===== config.mk =====
export PLATFORM = sky130hd
export DESIGN_NAME = uart_rx_fifo
export DESIGN_NICKNAME = d
export VERILOG_FILES = /design/src/rtl/uart_rx_fifo.sv
export SDC_FILE = /design/constraint.sdc
export NUM_CORES = 1
export LEC_CHECK = 0
export ABC_AREA = 1
export CAP_MARGIN = 20
export CORE_MARGIN = 1.5
export CORE_UTILIZATION = 47
export DETAILED_ROUTE_END_ITERATION = 7
export DONT_BUFFER_PORTS = 1
export GPL_ROUTABILITY_DRIVEN = 0
export PLACE_DENSITY = 0.73
export SLEW_MARGIN = 40
export SYNTH_ARGS = -nofsm -noshare
export SYNTH_HDL_FRONTEND = slang
export SYNTH_SLANG_ARGS = --single-unit

===== constraint.sdc =====
create_clock -name clk -period 2.3 [get_ports clk]
set_input_delay 0 -clock clk [delete_from_list [all_inputs] [get_ports clk]]
set_output_delay 0 -clock clk [all_outputs]
set_load 0.03 [all_outputs]

===== src/rtl/uart_rx_fifo.sv =====
// Receive-side byte FIFO behind the uart: synchronises the uart's received flag,
// turns each rising edge into one push, and presents a first-word-fall-through read port.
module uart_rx_fifo #(
   parameter int ADDR_W = 4
) (
   input  logic              clk,
   input  logic              reset,
   input  logic              received,
   input  logic [7:0]        data_received,
   input  logic              rd_en,
   output logic [7:0]        dout,
   output logic              empty,
   output logic              full,
   output logic [ADDR_W:0]   count,
   output logic              overflow,
   input  logic              ovf_clr
);

   localparam int DEPTH = 2 ** ADDR_W;
   localparam logic [ADDR_W:0] DEPTH_CNT = (ADDR_W + 1)'(DEPTH);

   logic [7:0]        mem [DEPTH];
   logic              s1_q, s2_q, s3_q;
   logic              seen_q, arm_q;
   logic [ADDR_W-1:0] wr_ptr_q, wr_ptr_d;
   logic [ADDR_W-1:0] rd_ptr_q, rd_ptr_d;
   logic [ADDR_W:0]   count_q, count_d;
   logic              overflow_q, overflow_d;
   logic              push, do_wr, do_rd;

   // arm_q blocks a spurious push when received is already high as reset releases:
   // it sets only once a genuine low sample of received has been captured.
   always_ff @(posedge clk or posedge reset) begin
      if (reset) begin
         s1_q   <= 1'b0;
         s2_q   <= 1'b0;
         s3_q   <= 1'b0;
         seen_q <= 1'b0;
         arm_q  <= 1'b0;
      end else begin
         s1_q   <= received;
         s2_q   <= s1_q;
         s3_q   <= s2_q;
         seen_q <= 1'b1;
         arm_q  <= arm_q | (seen_q & ~s1_q);
      end
   end

   assign push  = s2_q & ~s3_q & arm_q;
   assign empty = (count_q == '0);
   assign full  = (count_q == DEPTH_CNT);
   assign do_rd = rd_en & ~empty;
   assign do_wr = push & (~full | do_rd);

   always_comb begin
      wr_ptr_d   = do_wr ? wr_ptr_q + 1'b1 : wr_ptr_q;
      rd_ptr_d   = do_rd ? rd_ptr_q + 1'b1 : rd_ptr_q;
      count_d    = count_q;
      if (do_wr && !do_rd) begin
         count_d = count_q + 1'b1;
      end else if (do_rd && !do_wr) begin
         count_d = count_q - 1'b1;
      end
      overflow_d = overflow_q;
      if (push && !do_wr) begin
         overflow_d = 1'b1;
      end else if (ovf_clr) begin
         overflow_d = 1'b0;
      end
   end

   always_ff @(posedge clk or posedge reset) begin
      if (reset) begin
         wr_ptr_q   <= '0;
         rd_ptr_q   <= '0;
         count_q    <= '0;
         overflow_q <= 1'b0;
      end else begin
         wr_ptr_q   <= wr_ptr_d;
         rd_ptr_q   <= rd_ptr_d;
         count_q    <= count_d;
         overflow_q <= overflow_d;
      end
   end

   // Storage is deliberately left out of reset; stale contents are masked by empty.
   always_ff @(posedge clk) begin
      if (do_wr) begin
         mem[wr_ptr_q] <= data_received;
      end
   end

   assign dout     = empty ? 8'h00 : mem[rd_ptr_q];
   assign count    = count_q;
   assign overflow = overflow_q;

endmodule


==> results.json <==
{
  "critPathMaxStageDelay_ns": 0.44,
  "cts_max_path_buffers": 2,
  "fin_cells": 776,
  "via_per_inst": 5.405,
  "syn_to_final_growth_pct": 19.97,
  "post-cts-setup-buffers": 0,
  "synthSimpleGateAreaFrac_pct": 21.90,
  "synth_top_family_by_area": "simple AND/OR/NAND/NOR gates",
  "worst_pin_slew_ns": 0.7350,
  "seq_power_share_pct": 32.9,
  "fillers": 978,
  "crit_top_cell": "nand2_1",
  "yosysSeqAreaShare_pct": 69.36,
  "synth_compound_area_share_pct": 1.206,
  "crit_slowest_cell": "dfrtp_2",
  "switchingPower_mw": 3.653,
  "max_slew_margin_pct": 50.94,
  "synth_edf_count": 128,
  "postLayoutCellArea_um2": 7471,
  "dieArea_um2": 13950,
  "drt_iter0_drc": 410,
  "final_max_slew_viol_count": 0,
  "ir_drop_v": 0.001084,
  "hold_class": "input port to register",
  "drt-total-wl_um": 13880,
  "synth_fp_nets": 569,
  "power.share.clock_pct": 32.2,
  "hold_ws_ns": 0.1181,
  "p_per_area_nw_per_um2": 1365,
  "grt_overflow": 0,
  "cts.sinks": 147,
  "hold_violations": 0,
  "wl_met2_um": 7011,
  "drtAntennaViolNets": 0,
  "netlist_area_um2": 6227,
  "final_common_cell": "nand2_1",
  "die_height_um": 118.1,
  "setup_tns_ns": 0,
  "antenna_found_initial": 0,
  "synthAdderAreaFrac_pct": 2.130,
  "vias": 4194,
  "period_minus_slack_ns": 2.196,
  "met3_length_um": 1056,
  "place_inst": 731,
  "routed.top_layer": "met4",
  "clkLatencyLatePin_ns": 0.42,
  "swShare_pct": 35.81,
  "place_hpwl_um": 8406,
  "port_buffers": 0,
  "wl_per_cell_um": 17.89,
  "crit_chain": "inv_4 > buf_12 > nand2_1 > nand3_1 > nand3_1 > nand2_1 > nand2_1 > a21oi_1 > buf_4",
  "power.internal_mw": 6.549,
  "syn-instance-count": 546,
  "setup_viol": 0,
  "ios": 29,
  "final_layout_size_suffix_gt1_share_pct": 16.39,
  "cp_top_family": "buffers and inverters",
  "crit_arrival_ns": 2.20,
  "status": "complete, no violations",
  "max_freq_mhz": 455.4,
  "grt_pass1_wl_um": 21760,
  "post_dp_cell_area_um2": 6613,
  "grt_max_degree": 67,
  "core_um2": 12770,
  "yosysWarnings": 0,
  "yosys.area.top_type": "edfxtp_1",
  "cp.buffers_inverters": 3,
  "ys.flop_type": "edfxtp_1",
  "cts-buffers-inserted": 17,
  "most-common-layout-cells": "nand2_1 (185), edfxtp_1 (128), nand3_1 (102)",
  "n_antenna_cell": 0,
  "combPwrFrac_pct": 34.9,
  "async_flop_share_pct": 12.93,
  "num-nets-final": 614,
  "synth_xor_area_share_pct": 1.266,
  "critPathKind": "register to output pin",
  "htreeDepth": 4,
  "clk_pin_slew_ns": 0.06,
  "yosysTopAreaCellShare_pct": 61.72,
  "fin_crit_sh_pct": 95.48,
  "crit_path_max_fanout": 32,
  "synth_mux_area_share_pct": 0,
  "synth.avg_cell_area_um2": 11.41,
  "start_kind": "register",
  "ys_types": 24,
  "start_util_pct": 48.75,
  "ys_ff_latch": 147,
  "grt_pass1_vias": 4154,
  "critPathRequiredTime_ns": 2.30,
  "synthTopCellsByArea": "edfxtp_1 (62%), nand2_1 (11%), nand3_1 (8.2%)",
  "die_w_um": 118.1,
  "cts_root_buffer": "clkbuf_16",
  "drc": 0,
  "maxCapViolCount": 0,
  "grt.total_usage_pct": 20.98,
  "drt-pass1-iter-count": 8,
  "leakagePower_nw": 2.892,
  "wl_met1_um": 5643,
  "fin_skew_ns": 0.003832,
  "placementRows": 41,
  "critPathCaptureType": "output pin",
  "cts_tree": "yes"
}
-- through the flow --
step | worst slack (ns) | total power [mW] | utilization, %
after global routing | -0.005387 | 10.72 | 58.49
after detailed placement | 0.1571 | 6.848 | 51.77
after global placement | 0.1933 | 6.738 | 51.77
after CTS | 0.008027 | 10.21 | 58.35
after floorplan | -0.002372 | 5.920 | -
final | 0.1040 | 10.20 | 58.49
-- final cells by class --
| class | count | area (um^2) | area share [%] |
|---|---|---|---|
| Timing Repair Buffer | 52 | 447.9 | 5.996 |
| Sequential cell | 147 | 4325 | 57.90 |
| Clock buffer | 17 | 425.4 | 5.694 |
| Clock inverter | 15 | 285.3 | 3.818 |
| Inverter | 19 | 73.82 | 0.9881 |
| Tap cell | 172 | 215.2 | 2.881 |
| Multi-Input combinational cell | 354 | 1698 | 22.73 |
-- what timing repair did --
action	CTS	global route
endpoints found under the hold margin	158	0
gates resized for setup	0	4
endpoints found under the setup margin	0	9
hold buffers	13	0
-- worst paths after layout --
check	from	cells past startpoint	end	slack [ns]
max	rd_ptr_q[0]$_DFFE_PP0P_	9	dout[1]	0.10
min	rd_en	4	count[0]$_DFFE_PP0P_	0.12
max reg2reg	count[2]$_DFFE_PP0P_	14	count[4]$_DFFE_PP0P_	0.16
min reg2reg	s1_q$_DFF_PP0_	0	s2_q$_DFF_PP0_	0.37
max in group asynchronous	reset	2	rd_ptr_q[0]$_DFFE_PP0P_	1.64
min in group asynchronous	reset	2	wr_ptr_q[1]$_DFFE_PP0P_	0.15
-- power by group through the flow --
stage / combinational (mW) / sequential [mW] / clock [mW]
6_report: 3.56 / 3.36 / 3.29
5_1_grt: 3.89 / 3.38 / 3.45
4_1_cts: 3.53 / 3.34 / 3.33
3_5_place_dp: 3.45 / 3.40 / 0
3_3_place_gp: 3.35 / 3.38 / 0
2_1_floorplan: 2.51 / 3.41 / 0
-- worst register-to-register path, cell delays in order (launching register included) --
cell and delay, ns:
dfrtp_2 0.50, nor2_2 0.15, nand2_2 0.09, nor2_4 0.12, inv_2 0.06, nand2_4 0.09, ha_4 0.14, inv_2 0.07
fa_2 0.36, nand2_2 0.08, nand2_1 0.06, a21oi_2 0.12, xor2_1 0.15, nand2_1 0.06, nand2_1 0.05
-- cell families after synthesis --
group / count (synthesis)
AND/OR/NAND/NOR: 319
XOR/XNOR: 9
other: 1
adder cells (fa/ha/maj): 10
AO/OA/AOI/OAI: 15
flip-flops: 147
buffers and inverters: 45
-- flip-flops by register name (all words and copies together), names as in the netlist --
name	cells
arm_q	1
seen_q	1
wr_ptr_q	4
overflow	1
mem	128
count	5
rd_ptr_q	4
s2_q	1
s1_q	1
s3_q	1
-- layer usage --
metal  vias to the layer above  GRT usage [%]
li1                       1961              -
met1                      2052          26.27
met2                       165          34.77
met3                        16          5.572
met4                         0          8.308
met5                         -              0
-- synthesized netlist by cell type, types with 3 or more instances --
cell type	n
a21oi_1	10
buf_2	11
buf_4	7
buf_6	6
dfrtp_1	19
edfxtp_1	128
ha_1	9
inv_1	12
inv_2	7
nand2_1	186
nand2_2	5
nand3_1	102
nor2_1	22
o21ai_1	3
xor2_1	8
No activity file was read; power rests on OpenSTA's default activity.
